===== src/rtl/mult_rr_scheduler.sv =====
// Round-robin scheduler sharing one 4x4 unsigned multiplier among NREQ requesters,
// with a one-entry tagged result register released under valid/ready.

module pfx_add8 (
  input  logic [7:0] a,
  input  logic [7:0] b,
  output logic [7:0] s
);
  logic [7:0] w_h, w_g0, w_g1, w_g2, w_g3, w_p1, w_p2;

  // Kogge-Stone: generate/propagate spans double each level (1, 2, 4)
  assign w_h  = a ^ b;
  assign w_g0 = a & b;
  assign w_g1 = w_g0 | (w_h  & {w_g0[6:0], 1'b0});
  assign w_p1 = w_h  & {w_h[6:0], 1'b1};
  assign w_g2 = w_g1 | (w_p1 & {w_g1[5:0], 2'b0});
  assign w_p2 = w_p1 & {w_p1[5:0], 2'b11};
  assign w_g3 = w_g2 | (w_p2 & {w_g2[3:0], 4'b0});
  assign s    = w_h ^ {w_g3[6:0], 1'b0};
endmodule

module main (
  input  logic [3:0] x,
  input  logic [3:0] y,
  output logic [7:0] p
);
  logic [7:0] w_pp0, w_pp1, w_pp2, w_pp3, w_s01, w_s23;

  assign w_pp0 = {4'b0, x & {4{y[0]}}};
  assign w_pp1 = {3'b0, x & {4{y[1]}}, 1'b0};
  assign w_pp2 = {2'b0, x & {4{y[2]}}, 2'b0};
  assign w_pp3 = {1'b0, x & {4{y[3]}}, 3'b0};

  // Two-level tree; carry-out is never needed since 15*15 fits in 8 bits
  pfx_add8 u_a01 (.a(w_pp0), .b(w_pp1), .s(w_s01));
  pfx_add8 u_a23 (.a(w_pp2), .b(w_pp3), .s(w_s23));
  pfx_add8 u_fin (.a(w_s01), .b(w_s23), .s(p));
endmodule

module mult_rr_scheduler #(
  parameter int NREQ = 4,
  parameter int TAGW = 2
) (
  input  logic                 clk,
  input  logic                 rst,
  input  logic [NREQ-1:0]      req_valid,
  input  logic [4*NREQ-1:0]    req_x,
  input  logic [4*NREQ-1:0]    req_y,
  output logic [NREQ-1:0]      req_ready,
  output logic                 res_valid,
  input  logic                 res_ready,
  output logic [7:0]           res_data,
  output logic [TAGW-1:0]      res_tag,
  output logic [15:0]          op_count
);
  logic [TAGW-1:0] r_ptr, r_res_tag;
  logic            r_res_valid;
  logic [7:0]      r_res_data;
  logic [15:0]     r_op_count;

  logic                      w_free, w_hit;
  logic [NREQ-1:0]           w_one, w_mask, w_hi, w_sel, w_grant;
  logic [TAGW-1:0][NREQ-1:0] w_bm;
  logic [TAGW-1:0]           w_gidx, w_ptr_nxt;
  logic [4*NREQ-1:0]         w_xs, w_ys;
  logic [3:0]                w_x, w_y;
  logic [7:0]                w_prod;

  assign w_free = !r_res_valid || res_ready;

  // Prefer valid requesters at or above ptr; otherwise wrap to the lowest valid one
  assign w_one   = {{(NREQ-1){1'b0}}, 1'b1};
  assign w_mask  = ~((w_one << r_ptr) - w_one);
  assign w_hi    = req_valid & w_mask;
  assign w_sel   = (|w_hi) ? w_hi : req_valid;
  assign w_grant = w_free ? (w_sel & (~w_sel + w_one)) : '0;
  assign w_hit   = |w_grant;

  genvar b, i;
  generate
    for (b = 0; b < TAGW; b++) begin : g_enc
      for (i = 0; i < NREQ; i++) begin : g_bit
        assign w_bm[b][i] = (((i >> b) % 2) == 1);
      end
      assign w_gidx[b] = |(w_grant & w_bm[b]);
    end
  endgenerate

  assign w_ptr_nxt = (w_gidx == TAGW'(NREQ-1)) ? '0 : w_gidx + 1'b1;

  assign w_xs = req_x >> {w_gidx, 2'b00};
  assign w_ys = req_y >> {w_gidx, 2'b00};
  assign w_x  = w_xs[3:0] & {4{w_hit}};
  assign w_y  = w_ys[3:0] & {4{w_hit}};

  main u_mul (.x(w_x), .y(w_y), .p(w_prod));

  always_ff @(posedge clk) begin
    if (rst) begin
      r_ptr       <= '0;
      r_res_valid <= 1'b0;
      r_res_data  <= '0;
      r_res_tag   <= '0;
      r_op_count  <= '0;
    end else begin
      if (w_hit) begin
        r_res_data  <= w_prod;
        r_res_tag   <= w_gidx;
        r_res_valid <= 1'b1;
        r_ptr       <= w_ptr_nxt;
      end else if (r_res_valid && res_ready) begin
        r_res_valid <= 1'b0;
      end
      if (r_res_valid && res_ready)
        r_op_count <= r_op_count + 16'd1;
    end
  end

  assign req_ready = w_grant;
  assign res_valid = r_res_valid;
  assign res_data  = r_res_data;
  assign res_tag   = r_res_tag;
  assign op_count  = r_op_count;
endmodule


===== config.mk =====
export PLATFORM = sky130hd
export DESIGN_NAME = mult_rr_scheduler
export DESIGN_NICKNAME = d
export VERILOG_FILES = /design/src/rtl/mult_rr_scheduler.sv
export SDC_FILE = /design/constraint.sdc
export NUM_CORES = 1
export LEC_CHECK = 0
export ABC_CLOCK_PERIOD_IN_PS = 4500
export CAP_MARGIN = 20
export CORE_MARGIN = 2
export CORE_UTILIZATION = 30
export DETAILED_ROUTE_END_ITERATION = 10
export DONT_BUFFER_PORTS = 1
export PLACE_DENSITY_LB_ADDON = 0.3
export SYNTH_ARGS = -nofsm -noshare
export SYNTH_HDL_FRONTEND = slang
export SYNTH_SLANG_ARGS = --single-unit

===== constraint.sdc =====
create_clock -name clk -period 4.5 [get_ports clk]
set_input_delay 0.675 -clock clk [delete_from_list [all_inputs] [get_ports clk]]
set_output_delay 0.675 -clock clk [all_outputs]
set_load 0.01 [all_outputs]

==> results of run 1 <==
metrics by stage:
step | instances | utilization, % | setup TNS, ps | setup WS (ps)
floorplan | 242 | - | 0 | 8.95
global placement | 330 | 33.2 | 0 | 78.0
detailed placement | 330 | 33.2 | -1.26 | -1.26
CTS | 338 | 35.0 | 0 | 153
global route | 338 | 35.3 | 0 | 25.4
finish | 338 | 35.3 | 0 | 304
flip-flops by register name, indices dropped and copies added, names as in the netlist:
register and flops:
res_valid 1, op_count 16, r_ptr 2, res_tag 2, res_data 8
worst paths after layout:
path / slack [ps] / depth (start not counted) / endpoint
worst min-delay path: 470 / 1 / res_tag[1]
worst max register to register: 300 / 16 / res_data[6]
worst min register to register: 500 / 2 / res_tag[1]
worst max-delay path: 300 / 16 / res_data[6]
synthesized netlist by cell type (3+ instances only):
library cell,count
nor3_1,4
o21a_1,5
dfxtp_1,29
xor2_1,15
nand3_1,5
a21o_1,6
a21oi_1,14
inv_1,8
fa_1,3
ha_1,11
o21ai_0,3
nand2b_1,3
and3_1,5
mux2i_1,13
buf_6,3
xnor2_1,6
clkbuf_1,6
nand2_1,8
o221ai_1,4
nand4_1,3
nor2_1,52
layer usage:
metal  global-route usage, %  part of all wire (%)
met3                    5.14                   6.9
met2                    20.1                    45
met1                    17.1                    46
met5                       0                     0
met4                    3.55                   1.8
cell families after synthesis:
group                      synth area share, %
AOI/OAI and AO/OA                         19.5
xor gates and xnor gates                  8.95
adders and majority gates                 9.62
buffers and inverters                     5.36
DFF                                       28.3
muxes                                     6.33
and+or+nand+nor                           22.0
report_power, final:
group	switching (mW)	leakage, nW	internal, mW
registers	0.0311	0.237	0.281
logic	0.165	0.757	0.162
clock network	0.100	0.0574	0.180
cell usage in the layout (no fill, tap or decap), types with 3 or more instances in the layout:
master | synthesis | final
mux2i_1 | 13 | 13
o21ai_0 | 3 | 3
dfxtp_1 | 29 | 27
xor2_1 | 15 | 15
nand2_1 | 8 | 8
nor2_1 | 52 | 52
and3_1 | 5 | 5
ha_1 | 11 | 11
a21o_1 | 6 | 6
inv_1 | 8 | 8
nor3_1 | 4 | 4
nand2b_1 | 3 | 3
o221ai_1 | 4 | 4
xnor2_1 | 6 | 6
clkbuf_8 | 0 | 6
fa_1 | 3 | 3
nand3_1 | 5 | 5
a21oi_1 | 14 | 14
o21a_1 | 5 | 5
buf_4 | 2 | 20
nand4_1 | 3 | 3
final cells by class:
cell class              instances  area (µm²)  area share (%)
inverters                       9        33.8            1.42
repair buffers                 20         150            6.33
clock buffers                   6        82.6            3.48
flip-flops and latches         29         583            24.6
clock inverters                 2        37.5            1.58
well taps                      80         100            4.22
multi-input cells             192        1390            58.4
critical path, stage by stage (launching register included):
cell,delay (ps)
dfxtp_2,380
and2b_4,210
a311oi_2,390
o221ai_4,230
o21a_1,270
nor2_1,120
ha_1,180
inv_1,60
fa_1,470
inv_1,40
ha_1,220
fa_1,380
a21o_1,180
a21oi_1,160
xnor2_1,150
or3b_2,460
o311ai_1,220
what timing repair did:
action	CTS	global route
resized for setup	0	4
setup endpoints to repair	0	1
hold endpoints to repair	0	0
==> reports/qor.yml, run 1 <==
outcome: "finished clean"
cts_buffers: 5
finalMaxSlewViolations: 0
gr-total-overflow: 0
final_area_mm2: 0.00237
fillers: 694
drc: 0
async_flop_share_pct: 0
power.leakage_nw: 1.05
antenna_found_initial: 0
synth_seq_area_share_pct: 28.3
ir_drop_v: 0.000128
cap_viol_max_count: 0
clockBufferDepth: 2
synth_edf_count: 0
grt_start_max_net_pins: 32
routed_wl_um: 4910
grt_pass1_vias: 1646
required_ps: 4680
power_mw: 0.920
port_buffers: 0
hold_violations: 0
synth.area.top_cells: "dfxtp_1 28%, nor2_1 9.5%, ha_1 6.7%"
tightestPinTransition_ps: 933
dieArea_mm2: 0.00753
cp-startpoint: "r_ptr[0]"
initial_core_util_pct: 30.6
path_max_fanout: 10
rows: 30
mappedNetlistArea_mm2: 0.00205
start_kind: "register"
slew_headroom_pct: 36.2
ant_nets: 0
timing.hold.ws_ps: 466
rsz0062_at_grt: "no"
cts_tree: "built"
grt_pass1_wl_um: 7870
io_pins: 70
synth.top_cell.area_share_pct: 28.3
routed_via_density: 5.07
cts_hold_buf: 0
ys_ff_latch: 29
ys_types: 51
setup_viol: 0
synthFlopType: "dfxtp_1"
max_freq_mhz: 238
post-route-period-util_pct: 93.2
critPathKind: "register to register"
yosys.area.top_type: "dfxtp_1"
clkTransAtPathRegs_ps: 60
placed_area_mm2: 0.00223
cts-root-buf: "clkbuf_8"
clock_sinks: 29
track_usage_pct: 13.1
drt-pass1-iter-count: 4
synth_nets: 295
drive_gt1_share_pct: 17.1
ys_warn_count: 0
via_count: 1715
die_h_um: 86.8
syn2layout_area_growth_pct: 15.5
cts_setup_buffers: 0
finalCriticalPeriod_ps: 4200
final_nets: 310
gp_congestion: 0.850
cts_max_level: 2
clock_latency_ps: 280
cp.arrival_ps: 4380
hpwl_um: 3860
rr_startpoint: "r_ptr[0]"
skew_ps: 8.48
pwr_density_cell_mw_per_mm2: 388
netlist_instances: 242
synth.avg_cell_area_um2: 8.49
hp-start: "rst"
insertedDiodeCount: 0
die_w_um: 86.8
wl_per_cell_um: 14.5
core_mm2: 0.00672
drt-initial-drc-count: 54
crit_path_end_kind: "register"
min_path_type: "input port to register"
(Power assumes the default switching activity.)
==> run 2, diff against run 1 <==
PLACE_DENSITY_LB_ADDON = 0.05   (was 0.3)
==> run 2 against run 1 <==
Cell count is 2.1% higher. Count of clock-buffer cells in the layout down 1. Worst hold slack got worse by 9.7 ps. Die area is the same. Maximum frequency shrank 1.9%. Clock skew is essentially flat. Critical endpoint unchanged. Largest power group unchanged. Highest routed layer unchanged.
==> reports/qor.yml, run 2 (synthesized netlist as in run 1, its figures left out) <==
outcome: "finished clean"
fillers: 713  # +2.7%
via_count: 1757  # +2.4%
ir_drop_v: 0.000130  # +1.5%
max_freq_mhz: 234  # -1.9%
cts-root-buf: "clkbuf_8"
die_w_um: 86.8  # unchanged
dieArea_mm2: 0.00753  # unchanged
cts_buffers: 5  # unchanged
routed_wl_um: 5070  # +3.2%
timing.hold.ws_ps: 456  # -9.71 ps
setup_viol: 0  # unchanged
initial_core_util_pct: 30.6  # unchanged
gr-total-overflow: 0  # unchanged
hp-start: "rst"
tightestPinTransition_ps: 832  # -101 ps
final_cell_mix: "52 x nor2_1, 27 x dfxtp_1, 27 x buf_4"
insertedDiodeCount: 0  # unchanged
track_usage_pct: 13.3  # +0.24 points
clkTransAtPathRegs_ps: 70  # about the same
die_h_um: 86.8  # unchanged
rr_startpoint: "r_ptr[0]"
routed_via_density: 5.09  # +0.37%
clockBufferDepth: 2  # unchanged
worstRegToRegCells: 17  # +1
largest_reg_flops: 16  # unchanged
hold_path_depth: 1  # unchanged
final_common_cell: "nor2_1"
drt-initial-drc-count: 33  # -39%
hold_violations: 0  # unchanged
finalMaxSlewViolations: 0  # unchanged
core_mm2: 0.00672  # unchanged
finalCriticalPeriod_ps: 4280  # +82.8 ps
wl_per_cell_um: 14.7  # +1.1%
drive_gt1_share_pct: 20.4  # +3.3 points
critPathKind: "register to register"
cts_max_level: 2  # unchanged
port_buffers: 0  # unchanged
post-route-period-util_pct: 95.1  # +1.8 points
crit_chain: "and2b_4 > buf_4 > a311oi_4 > buf_4 > nor2_2 > nand2_2 > o32a_2 > or2_2 > fa_1 > inv_1 > ha_1 > fa_1 > a21o_1 > a21oi_2 > xnor2_1 > or3b_2 > o311ai_2"
antenna_found_initial: 0  # unchanged
setup_ws_ps: 222  # -82.8 ps
final_nets: 317  # +2.3%
io_pins: 70  # unchanged
min_path_type: "input port to register"
drc: 0  # unchanged
gp_congestion: 0.738  # -13%
slew_headroom_pct: 43.1  # +6.9 points
grt_pass1_wl_um: 7920  # +0.62%
placed_area_mm2: 0.00227  # +1.7%
clock_latency_ps: 280  # about the same
clock_sinks: 29  # unchanged
hpwl_um: 3910  # +1.5%
pre_cts_slack_ps: -104  # -103 ps
cts_tree: "built"
grt_start_max_net_pins: 32  # unchanged
crit_path_end_kind: "register"
start_kind: "register"
syn2layout_area_growth_pct: 18.5
fin_setup_tns_ps: 0  # unchanged
cp_slowest_cell: "fa_1"
final_area_mm2: 0.00243  # +2.6%
grt_pass1_vias: 1693  # +2.9%
cp.arrival_ps: 4470  # +90 ps
cap_viol_max_count: 0  # unchanged
pwr_density_cell_mw_per_mm2: 380  # -2.0%
power.leakage_nw: 1.08  # +3.0%
ant_nets: 0  # unchanged
cts_hold_buf: 0  # unchanged
cp-startpoint: "r_ptr[0]"
rows: 30  # unchanged
required_ps: 4690  # about the same
drt-pass1-iter-count: 4  # unchanged
path_max_fanout: 4  # -6
skew_ps: 8.45  # -0.0308 ps
critPathMaxStageDelay_ps: 510  # +40 ps
==> run 2: final cells by class <==
cell class                      count  area (µm²)  share of cell area, %
Tap cell                           80         100                   4.11
Inverter                            9        33.8                   1.39
Clock inverter                      3        46.3                   1.90
Timing Repair Buffer               27         203                   8.32
Clock buffer                        5        68.8                   2.83
Sequential cell                    29         583                   23.9
Multi-Input combinational cell    192        1400                   57.5
==> run 2: what timing repair did <==
item / in CTS / in global routing
setup endpoints to repair: 0 / 2
buffers inserted: 0 / 2
resized for setup: 0 / 7
==> run 2: stage by stage <==
stage | total power [mW] | utilization (%) | instances
5_1_grt | 0.994 | 36.2 | 345
3_3_place_gp | 0.648 | 33.7 | 335
6_report | 0.925 | 36.2 | 345
2_1_floorplan | 0.551 | - | 242
3_5_place_dp | 0.648 | 33.7 | 335
4_1_cts | 0.932 | 35.4 | 343
==> run 2: worst paths after layout <==
check	to	slack (ps)
worst max-delay path	res_data[6]	220
worst min-delay path	r_ptr[0]	460
worst max register to register	res_data[6]	220
worst min register to register	res_tag[1]	510
==> run 2: per-layer routing <==
metal	GRT usage (%)	wire length [µm]
met1	16.7	2340
met2	21.3	2290
met3	5.14	382
met4	3.84	56
met5	0	0
==> run 2: power breakdown <==
group          total (mW)  internal [mW]  switching, mW
Sequential          0.309          0.281         0.0280
Combinational       0.337          0.172          0.165
Clock               0.279          0.166          0.113
Total               0.925          0.619          0.306
==> run 2: critical path, delay by kind of cell (launching register included) <==
kind | cells | cell delay (ps)
compound gates | 5 | 1030
xor+xnor | 1 | 160
buf+inv | 3 | 300
fa+ha+maj | 3 | 1110
flops | 1 | 330
simple gates | 5 | 1250
